===== src/rtl/mem_arbiter.sv =====
// Two-master arbiter for the tiny32 memory bus: one transaction at a time,
// round-robin or fixed priority, with a watchdog that turns a stuck slave into an error.
module mem_arbiter #(
    parameter int FIXED_PRIORITY = 0,
    parameter int TIMEOUT_BITS   = 8
) (
    input  logic        clk,
    input  logic        nreset,
    input  logic        m0_valid,
    input  logic [3:0]  m0_nwr,
    input  logic [31:0] m0_address,
    input  logic [31:0] m0_wdata,
    output logic [31:0] m0_rdata,
    output logic        m0_ready,
    output logic        m0_error,
    input  logic        m1_valid,
    input  logic [3:0]  m1_nwr,
    input  logic [31:0] m1_address,
    input  logic [31:0] m1_wdata,
    output logic [31:0] m1_rdata,
    output logic        m1_ready,
    output logic        m1_error,
    output logic        mem_valid,
    output logic [3:0]  mem_nwr,
    output logic [31:0] address,
    output logic [31:0] data_out,
    input  logic [31:0] mem_rdata,
    input  logic        mem_ready,
    output logic [1:0]  grant,
    output logic [1:0]  fsm_state
);

    // Handshake: a master holds valid with stable fields until its one-cycle ready
    // pulse; error qualifies that pulse (1 = slave never answered, rdata forced 0).
    typedef enum logic [1:0] {
        IDLE = 2'd0,
        BUSY = 2'd1,
        ACK  = 2'd2
    } state_t;

    state_t                  state;
    logic [TIMEOUT_BITS-1:0] watchdog;
    logic                    last_grant;  // 1 = m1 was granted most recently
    logic                    pick_m1;

    always_comb begin
        pick_m1 = m1_valid;
        if (m0_valid && m1_valid)
            pick_m1 = (FIXED_PRIORITY != 0) ? 1'b0 : ~last_grant;
    end

    assign fsm_state = state;

    always_ff @(posedge clk) begin
        if (!nreset) begin
            state      <= IDLE;
            watchdog   <= '0;
            last_grant <= 1'b1;
            grant      <= 2'b00;
            mem_valid  <= 1'b0;
            mem_nwr    <= 4'hF;
            address    <= '0;
            data_out   <= '0;
            m0_ready   <= 1'b0;
            m0_error   <= 1'b0;
            m0_rdata   <= '0;
            m1_ready   <= 1'b0;
            m1_error   <= 1'b0;
            m1_rdata   <= '0;
        end else begin
            case (state)
                IDLE: begin
                    if (m0_valid || m1_valid) begin
                        state      <= BUSY;
                        grant      <= pick_m1 ? 2'b10 : 2'b01;
                        last_grant <= pick_m1;
                        mem_valid  <= 1'b1;
                        mem_nwr    <= pick_m1 ? m1_nwr     : m0_nwr;
                        address    <= pick_m1 ? m1_address : m0_address;
                        data_out   <= pick_m1 ? m1_wdata   : m0_wdata;
                        watchdog   <= '0;
                    end
                end
                BUSY: begin
                    watchdog <= watchdog + TIMEOUT_BITS'(1);
                    // A slave answer in the watchdog's last cycle still counts as success.
                    if (mem_ready || (&watchdog)) begin
                        state     <= ACK;
                        mem_valid <= 1'b0;
                        mem_nwr   <= 4'hF;
                        if (grant[1]) begin
                            m1_ready <= 1'b1;
                            m1_error <= ~mem_ready;
                            m1_rdata <= mem_ready ? mem_rdata : 32'h0;
                        end else begin
                            m0_ready <= 1'b1;
                            m0_error <= ~mem_ready;
                            m0_rdata <= mem_ready ? mem_rdata : 32'h0;
                        end
                    end
                end
                ACK: begin
                    state    <= IDLE;
                    grant    <= 2'b00;
                    m0_ready <= 1'b0;
                    m0_error <= 1'b0;
                    m0_rdata <= '0;
                    m1_ready <= 1'b0;
                    m1_error <= 1'b0;
                    m1_rdata <= '0;
                end
                default: state <= IDLE;
            endcase
        end
    end

endmodule


===== config.mk =====
export PLATFORM = sky130hd
export DESIGN_NAME = mem_arbiter
export DESIGN_NICKNAME = d
export VERILOG_FILES = /design/src/rtl/mem_arbiter.sv
export SDC_FILE = /design/constraint.sdc
export NUM_CORES = 1
export LEC_CHECK = 0
export ABC_AREA = 1
export CAP_MARGIN = 15
export CORE_MARGIN = 2
export CORE_UTILIZATION = 30
export CTS_BUF_LIST = sky130_fd_sc_hd__clkbuf_8
export DETAILED_ROUTE_END_ITERATION = 10
export MAX_ROUTING_LAYER = met4
export PLACE_DENSITY = 0.68
export SYNTH_ARGS = -nofsm -noshare
export SYNTH_HDL_FRONTEND = slang
export SYNTH_SLANG_ARGS = --single-unit

===== constraint.sdc =====
create_clock -name clk -period 1.4 [get_ports clk]
set_input_delay 0.21 -clock clk [delete_from_list [all_inputs] [get_ports clk]]
set_output_delay 0.21 -clock clk [all_outputs]
set_load 0.03 [all_outputs]

==> key figures, run 1 <==
Run status
  – Outcome: complete, but fails checks
  – Violated checks: setup timing

Setup path
  – End of the worst register-to-register path: m1_rdata[26]
  – CP arrival: 1.85 ns
  – R2R Setup Slk: -0.07 ns
  – Reg-to-Reg Start: watchdog[1]
  – Critical Path Sink Type: flip-flop
  – CP Buf/Inv Count: 1
  – Max FO, Critical Path: 9
  – WS Path Type: reg -> reg
  – Largest stage delay, worst path: 0.37 ns
  – Worst Reg2Reg Path Length in Cells: 10
  – Crit path top cell by count: nand2_4
  – Crit path cell chain: ha_4 > nand2_4 > nor2_4 > nand2_4 > nand3_4 > nand2_8 > buf_8 > nand2_2 > nand2_1 > a21oi_1
  – Startpoint types: flip-flop
  – Crit-path slowest cell: dfxtp_2
  – WP data required: 1.78 ns
  – Crit path depth: 10
  – Cell family with most CP delay: simple AND/OR/NAND/NOR gates

Logic synthesis
  – Synth Cell Area: 6315 µm²
  – Synth Net Count: 1075
  – Yosys warnings: 0
  – Synth cell types: 28
  – Syn avg cell area: 7.009 µm²
  – #FFs+latches synth: 150
  – Mapped Cells: 901
  – Seq/Total Area, Yosys: 47.55%

Floorplan
  – IO Pins: 314
  – Die Y: 149.1 µm
  – Die area: 22230 µm²
  – Initial Utilization: 30.33%
  – CORE AREA: 20820 µm²
  – Row count: 53
  – Die W: 149.1 µm

Global route
  – Grt ovf: 0
  – Vias in the first global route: 7039
  – Pin count of the biggest net entering global routing: 61
  – Initial antenna violation count: 0
  – All-Layer GR Usage: 20.84%
  – Global-route wire length before repair: 35520 µm

Place
  – Placed inst area: 10340 µm²
  – Number of I/O port buffers: 313
  – Placer Congestion: 0.8106
  – Placed insts: 1502
  – Post-DP HPWL: 16480 µm

Clock network
  – CTS tree: built
  – Root buffer cell: clkbuf_8
  – Worst skew pair latency: 0.46 ns
  – CTS sink count: 150
  – Clk pin slew, worst setup/hold paths: 0.09 ns
  – CTS Hold Bufs: 0
  – CTS Buffer Depth: 2
  – Num CTS Buffers: 17
  – Number of H-tree levels: 4

Pwr
  – Register share of total power: 41.5%
  – Switching share of total power: 33.84%
  – Gate power share: 28.8%
  – Internal: 7526 µW
  – Clock Power Share: 29.7%
  – Worst VDD drop: 0.5300 mV
  – Pwr dens: 1007 nW/µm²
  – Sw Pwr: 3850 µW
  – Pleak: 0.004567 µW

STA
  – Clock Skews: 0.01889 ns
  – Endpoints failing setup: 43
  – Post-route minimum period: 1.468 ns
  – Final hold viol count: 0
  – Final Max Slew Viols: 0
  – Rel. slew slack: 79.29%
  – Final Worst Setup Slack: -0.06826 ns
  – Final period utilization: 104.9%
  – Max Clock Freq: 681.1 MHz
  – RSZ-0062 raised after global routing: true
  – Worst Tran Pin Value: 0.3105 ns

Cells and area
  – Most common cell after layout, fill and taps aside: nand2_1
  – Layout cells sized above 1: 28.11%
  – Post-route cell area: 11300 µm²
  – Area grow syn2layout: 78.92%
  – Final nets: 1432
  – Layout Cells excl Fill: 1545
  – ANT cells: 0
  – Most frequent cells in the layout: nand2_1, clkdlybuf4s50_1, a21oi_1

Hold path
  – Hold endpoint: m0_rdata[14]
  – Hold Path Class: in -> reg
  – Hold path startpoint: mem_rdata[14]
  – Hold Crit Depth: 3

Drt
  – DR vias: 7313
  – Wirelength per Cell: 15.38 µm
  – Routed Antenna Nets: 0
  – 1st-iter DRT viols: 269
  – Residual DRC count: 0
  – Post-Route WL: 23760 µm
  – Vias per cell: 4.733
  – Pre-antenna DRT Iters: 4

Flow run
  – Max_cap viols: 0
[state kept, by name (all words and copies together) (netlist names), 2 cells and up]
name	count
grant	2
fsm_state	2
m0_rdata	32
watchdog	8
m1_rdata	32
address	32
data_out	32
mem_nwr	4
[per-stage QoR]
stage | setup slack [ns] | hold slack, ns | TNS [ns] | total power, µW | utilization, %
final | -0.06826 | 0.3375 | -1.559 | 11380 | 54.26
after global routing | -0.1707 | 0.3309 | -7.601 | 11950 | 54.26
after floorplan | 0.01469 | 0.3632 | 0 | 6369 | -
after detailed placement | -0.3245 | 0.4489 | -28.80 | 7928 | 49.64
after global placement | -0.3199 | 0.4421 | -26.95 | 7909 | 49.64
after CTS | -0.08255 | 0.2997 | -2.502 | 11310 | 53.05
[layer usage]
metal	global-route usage, %	share of wire, %	wire length, µm
met1	23.87	41	9854
met2	35.99	49	11730
met3	5.505	7.8	1849
met4	5.857	1.4	328
met5	-	0	0
[logic make-up (layout without fill, tap and decap cells)]
| logic type | count (synthesis) | after routing | synth area share, % |
|---|---|---|---|
| adder cells (fa/ha/maj) | 1 | 1 | 0.1981 |
| flip-flops | 150 | 150 | 47.55 |
| AND/OR/NAND/NOR | 459 | 459 | 30.02 |
| AO/OA/AOI/OAI | 204 | 204 | 16.29 |
| buffers and inverters | 87 | 456 | 5.944 |
[cell usage after synthesis]
cell / n / area share [%]
nor2_4: 2 / 0.36
clkinv_1: 2 / 0.12
inv_4: 1 / 0.099
buf_2: 18 / 1.4
nand2_4: 2 / 0.36
nand3_2: 1 / 0.16
o21ai_2: 1 / 0.14
nand2_1: 251 / 15
nor2_1: 131 / 7.8
nand2_2: 4 / 0.40
nor3_1: 1 / 0.079
inv_1: 15 / 0.89
buf_4: 6 / 0.71
dfxtp_1: 150 / 48
nand4_1: 21 / 2.1
buf_1: 7 / 0.42
clkbuf_2: 1 / 0.079
nand3_4: 1 / 0.28
a211oi_1: 1 / 0.12
nor2_2: 2 / 0.20
o21ai_1: 10 / 0.79
nand3_1: 43 / 3.4
a21oi_1: 170 / 13
clkbuf_1: 32 / 1.9
a31oi_1: 1 / 0.099
o21ai_0: 21 / 1.7
ha_1: 1 / 0.20
inv_2: 5 / 0.30
[worst register-to-register path: stages, from the launching register on]
cell     delay [ns]
dfxtp_2        0.37
ha_4           0.15
nand2_4        0.05
nor2_4         0.11
nand2_4        0.09
nand3_4        0.11
nand2_8        0.13
buf_8          0.19
nand2_2        0.05
nand2_1        0.04
a21oi_1        0.12
[cell type report]
class                   instances  area (µm²)
well taps                     275       344.1
clock inverters                13       140.1
multi-input cells             664        3277
inverters                      23       120.1
clock buffers                  18       247.7
repair buffers                402        4154
flip-flops and latches        150        3015
fillers                      1984        9524
[how the worst max path moves through the flow]
stage                              end          from
after floorplan            address[17]  fsm_state[1]
after global placement      address[6]      m1_valid
after detailed placement    address[6]      m1_valid
after CTS                 m1_rdata[14]   watchdog[1]
after global routing      m0_rdata[14]   watchdog[4]
final                     m1_rdata[26]   watchdog[1]
[power groups by stage]
stage	clock (µW)	sequential, µW	combinational (µW)
floorplan	0	5330	1040
global placement	0	4800	3110
detailed placement	0	4800	3130
CTS	3490	4710	3110
global route	3670	4750	3520
finish	3380	4720	3270
[what timing repair did]
action / CTS / global route
endpoints found under the hold margin: 0 / 0
setup endpoints to repair: 211 / 113
gates resized for setup: 448 / 114
buffers inserted: 2 / 5
gates cloned: 1 / 5
pin swaps: 13 / 11
Note: power is estimated with default switching activity, not from simulation.
==> run 2, diff against run 1 <==
--- a/config.mk
+++ b/config.mk
@@ -6,13 +6,13 @@
 export NUM_CORES = 1
 export LEC_CHECK = 0
 export ABC_AREA = 1
-export CAP_MARGIN = 15
+export CAP_MARGIN = 20
 export CORE_MARGIN = 2
-export CORE_UTILIZATION = 30
+export CORE_UTILIZATION = 38
 export CTS_BUF_LIST = sky130_fd_sc_hd__clkbuf_8
 export DETAILED_ROUTE_END_ITERATION = 10
 export MAX_ROUTING_LAYER = met4
-export PLACE_DENSITY = 0.68
+export PLACE_DENSITY = 0.82
 export SYNTH_ARGS = -nofsm -noshare
 export SYNTH_HDL_FRONTEND = slang
 export SYNTH_SLANG_ARGS = --single-unit
==> key figures, run 2 (synthesized netlist as in run 1, its figures left out) <==
Cells and area
  – Area grow syn2layout: 80.05%
  – Layout cells sized above 1: 28.18%
  – Filler cells: 1198
  – Multi-input logic area: 3271 µm²
  – Most frequent cells in the layout: nand2_1, clkdlybuf4s50_1, a21oi_1
  – Reg area: 3014 µm²
  – Most common cell after layout, fill and taps aside: nand2_1
  – Final nets: 1435

Setup path
  – Critical Path Sink Type: flip-flop
  – Startpoint types: flip-flop
  – WS Path Type: reg -> reg
  – WP data required: 1.79 ns
  – Max FO, Critical Path: 5
  – CP arrival: 1.85 ns
  – R2R Setup Slk: -0.06 ns

STA
  – Final hold viol count: 0
  – Final Max Slew Viols: 0
  – Final period utilization: 104.3%
  – Clock Skews: 0.01246 ns
  – Post-route minimum period: 1.461 ns
  – Final Worst Setup Slack: -0.06054 ns
  – Rel. slew slack: 77.21%
  – RSZ-0062 raised after global routing: true
  – Max Clock Freq: 684.7 MHz
  – Worst Tran Pin Value: 0.3419 ns
  – Endpoints failing setup: 53

Run status
  – Outcome: complete, but fails checks
  – Violated checks: setup timing

Floorplan
  – Die W: 132.9 µm
  – IO Pins: 314
  – Die area: 17670 µm²
  – Die Y: 132.9 µm
  – CORE AREA: 16410 µm²
  – Initial Utilization: 38.49%
  – Row count: 47

Clock network
  – CTS sink count: 150
  – Clk pin slew, worst setup/hold paths: 0.09 ns
  – Num CTS Buffers: 17
  – CTS tree: built
  – Number of H-tree levels: 4
  – Worst skew pair latency: 0.45 ns
  – Root buffer cell: clkbuf_8
  – CTS Hold Bufs: 0
  – CTS Buffer Depth: 2

Drt
  – Residual DRC count: 0
  – Wirelength per Cell: 16.19 µm
  – Pre-antenna DRT Iters: 5
  – Routed Antenna Nets: 0
  – Vias per cell: 5.074
  – Post-Route WL: 24200 µm
  – 1st-iter DRT viols: 375
  – DR vias: 7586

Place
  – Post-DP HPWL: 16990 µm
  – Pre-CTS setup slack: -0.3003 ns
  – Number of I/O port buffers: 313
  – Placer Congestion: 0.8685

Global route
  – All-Layer GR Usage: 26.60%
  – Vias in the first global route: 7309
  – Global-route wire length before repair: 36640 µm
  – Initial antenna violation count: 1
  – Pin count of the biggest net entering global routing: 32
  – Grt ovf: 0

Pwr
  – Total power: 11360 µW
  – Worst VDD drop: 0.5154 mV
  – Pwr dens: 999.0 nW/µm²
  – Pleak: 0.004568 µW

Flow run
  – Max_cap viols: 0

Hold path
  – Hold Path Class: in -> reg
## run 2: changes by cell type in the layout (fill, tap and decap cells not counted), moves of 4 or more
| cell | previous run | this run |
|---|---|---|
| buf_2 | 19 | 2 |
| clkdlybuf4s15_2 | 111 | 127 |
| buf_12 | 16 | 24 |
| nand2_1 | 227 | 235 |
| a21oi_1 | 161 | 156 |
| a21oi_2 | 9 | 14 |
| nand3_1 | 34 | 29 |
| nand3_2 | 9 | 14 |
| nor2_1 | 116 | 121 |
| nor2_2 | 12 | 7 |
| nand2_2 | 17 | 13 |
## run 2: cell type report
type	count	area share, %
flip-flops and latches	150	26.51
clock inverters	15	1.266
clock buffers	17	2.058
diodes	1	0.02201
inverters	23	0.9244
well taps	220	2.421
multi-input cells	664	28.77
repair buffers	405	38.03
## run 2: what timing repair did
item / CTS / global route
pin swaps: 18 / 14
gates cloned: 2 / 3
setup endpoints to repair: 206 / 107
gates resized for setup: 445 / 63
buffers inserted: 8 / 3
## run 2: layer usage
metal / routed length (µm) / track usage [%] / up-vias
met2: 11920 / 43.87 / 372
met1: 9250 / 29.55 / 3471
met4: 983 / 13.08 / 0
li1: - / - / 3671
met3: 2046 / 7.548 / 72
met5: 0 / - / -
## run 2: critical path: stages (launching register included)
cell and delay (ns):
dfxtp_2 0.36, ha_4 0.15, nand2_4 0.05, nor2_4 0.13
nand2_4 0.08, nand2_4 0.12, nand4_1 0.11, buf_6 0.16
buf_6 0.13, o21ai_1 0.11
## run 2: power by group
group          switching [µW]  internal (µW)  leakage, µW
registers                 175           4550      0.00123
clock network            1880           1460     0.000188
logic                    1790           1510      0.00315
## run 2: worst paths after layout
path	start	to	cells after the start
max reg2reg	watchdog[1]	m0_rdata[23]	9
min	mem_rdata[4]	m0_rdata[4]	3
min reg2reg	mem_valid	mem_valid	2
max	watchdog[1]	m0_rdata[23]	9
## run 2: stage by stage
step / setup TNS (ns) / cells / utilization (%) / cell area (µm²) / hold slack (ns)
floorplan: 0 / 901 / - / 6380 / 0.3632
global placement: -25.95 / 1446 / 63.04 / 10340 / 0.4471
detailed placement: -30.91 / 1446 / 63.04 / 10340 / 0.4474
CTS: -0.3265 / 1488 / 67.84 / 11130 / 0.3071
global route: -7.447 / 1495 / 69.30 / 11370 / 0.3336
finish: -1.333 / 1495 / 69.30 / 11370 / 0.3510
==> run 3, diff against run 2 <==
--- a/config.mk
+++ b/config.mk
@@ -13,6 +13,7 @@
 export DETAILED_ROUTE_END_ITERATION = 10
 export MAX_ROUTING_LAYER = met4
 export PLACE_DENSITY = 0.82
+export SETUP_SLACK_MARGIN = 0.1
 export SYNTH_ARGS = -nofsm -noshare
 export SYNTH_HDL_FRONTEND = slang
 export SYNTH_SLANG_ARGS = --single-unit
==> key figures, run 3 (synthesized netlist as in run 1, its figures left out) <==
STA
  – Worst Tran Pin Value: 0.3224 ns
  – Rel. slew slack: 78.51%
  – Max Clock Freq: 642.8 MHz
  – Final period utilization: 111.1%
  – Clock Skews: 0.01537 ns
  – Endpoints failing setup: 75
  – WHS: 0.3245 ns
  – Final hold viol count: 0
  – RSZ-0062 raised after global routing: true
  – Post-route minimum period: 1.556 ns
  – Final Worst Setup Slack: -0.1556 ns
  – Final Max Slew Viols: 0

Cells and area
  – Most common cell after layout, fill and taps aside: clkdlybuf4s50_1
  – Most frequent cells in the layout: clkdlybuf4s50_1, nand2_1, dfxtp_1
  – Area grow syn2layout: 89.72%
  – ANT cells: 0
  – Layout cells sized above 1: 42.57%
  – Post-route cell area: 11980 µm²
  – Final nets: 1439

Floorplan
  – Die area: 17670 µm²
  – Die Y: 132.9 µm
  – Initial Utilization: 38.49%
  – CORE AREA: 16410 µm²
  – Row count: 47
  – IO Pins: 314
  – Die W: 132.9 µm

Setup path
  – WP data required: 1.76 ns
  – WS Path Type: reg -> reg
  – Startpoint types: flip-flop
  – Critical Path Sink Type: flip-flop
  – Max FO, Critical Path: 8
  – CP arrival: 1.92 ns

Drt
  – Pre-antenna DRT Iters: 6
  – Vias per cell: 5.380
  – Residual DRC count: 0
  – Post-Route WL: 29410 µm
  – Wirelength per Cell: 19.63 µm
  – DR vias: 8059
  – Routed Antenna Nets: 0
  – 1st-iter DRT viols: 543

Place
  – Placed inst area: 10210 µm²
  – Post-DP HPWL: 16960 µm
  – Number of I/O port buffers: 313
  – Placer Congestion: 0.8384

Run status
  – Violated checks: setup timing
  – Outcome: complete, but fails checks

Global route
  – All-Layer GR Usage: 27.10%
  – Initial antenna violation count: 0
  – Pin count of the biggest net entering global routing: 46
  – Grt ovf: 0
  – Global-route wire length before repair: 36890 µm
  – Vias in the first global route: 7190

Pwr
  – Pwr dens: 1011 nW/µm²
  – Pleak: 0.005227 µW
  – Worst VDD drop: 0.6569 mV

Clock network
  – CTS Hold Bufs: 0
  – CTS tree: built
  – Root buffer cell: clkbuf_8
  – Clk pin slew, worst setup/hold paths: 0.09 ns
  – Worst skew pair latency: 0.47 ns
  – Number of H-tree levels: 4
  – CTS Buffer Depth: 2
  – CTS sink count: 150
  – Num CTS Buffers: 17

Hold path
  – Hold Path Class: in -> reg

Flow run
  – Max_cap viols: 0
-- run 3: cell types whose count changed in the layout (fill, tap and decap cells not counted), moves of 8 or more --
cell	delta
clkdlybuf4s15_2	-127
buf_2	+120
nand2_1	-91
a21oi_1	-85
a21oi_2	+80
nand2_4	+60
nand2_2	+27
buf_4	-14
clkbuf_16	+14
nand3_1	-9
clkbuf_4	+8
-- run 3: through the flow --
stage	instances	setup TNS, ns	power (µW)	utilization, %	setup slack, ns
finish	1498	-5.894	12110	73.02	-0.1556
global route	1498	-9.874	12540	73.02	-0.2342
global placement	1435	-26.37	7859	62.25	-0.2276
detailed placement	1435	-31.09	7904	62.25	-0.3187
CTS	1472	-2.381	11080	62.38	-0.07732
floorplan	901	0	6399	-	0.03343
-- run 3: timing repair --
| action | 4_1_cts | 5_1_grt |
|---|---|---|
| cloned | 3 | 21 |
| setup endpoints to repair | 225 | 146 |
| resized for setup | 754 | 333 |
| buffers inserted | 2 | 5 |
| pin swaps | 7 | 114 |
-- run 3: cell type report --
type | instances | area (µm²)
fillers | 1139 | 4427
inverters | 23 | 130.1
well taps | 220 | 275.3
repair inverters | 1 | 20.02
clock inverters | 15 | 143.9
flip-flops and latches | 150 | 3022
clock buffers | 17 | 234.0
multi-input cells | 664 | 4262
repair buffers | 408 | 3894
-- run 3: worst max-delay path: stages, from the launching register on --
cell and delay (ns):
dfxtp_2 0.37, ha_4 0.16, nand2_4 0.06, nor2_4 0.13, nand2_4 0.09, nand2_8 0.11, nand3_4 0.15, clkbuf_16 0.22
nand4_1 0.09, nand2_1 0.07
-- run 3: metal layers --
layer	up-vias	part of all wire (%)	track usage, %
li1	3690	-	-
met1	3812	37	30.76
met2	441	50	45.48
met3	116	8.2	7.433
met4	0	5.3	10.45
met5	-	0	-
-- run 3: final timing paths --
| check | start | endpoint | slack (ns) | cells past startpoint |
|---|---|---|---|---|
| worst max register to register | watchdog[1] | m0_rdata[31] | -0.16 | 9 |
| worst min-delay path | mem_rdata[1] | m1_rdata[1] | 0.32 | 3 |
| worst min register to register | m1_ready | m1_ready | 0.47 | 2 |
| worst max-delay path | watchdog[1] | m0_rdata[31] | -0.16 | 9 |
-- run 3: report_power, final --
group	total [µW]	internal, µW	switching [µW]	leakage [µW]
Sequential	4760	4550	204	0.00123
Clock	3350	1450	1910	0.000186
Combinational	4000	1710	2290	0.00381
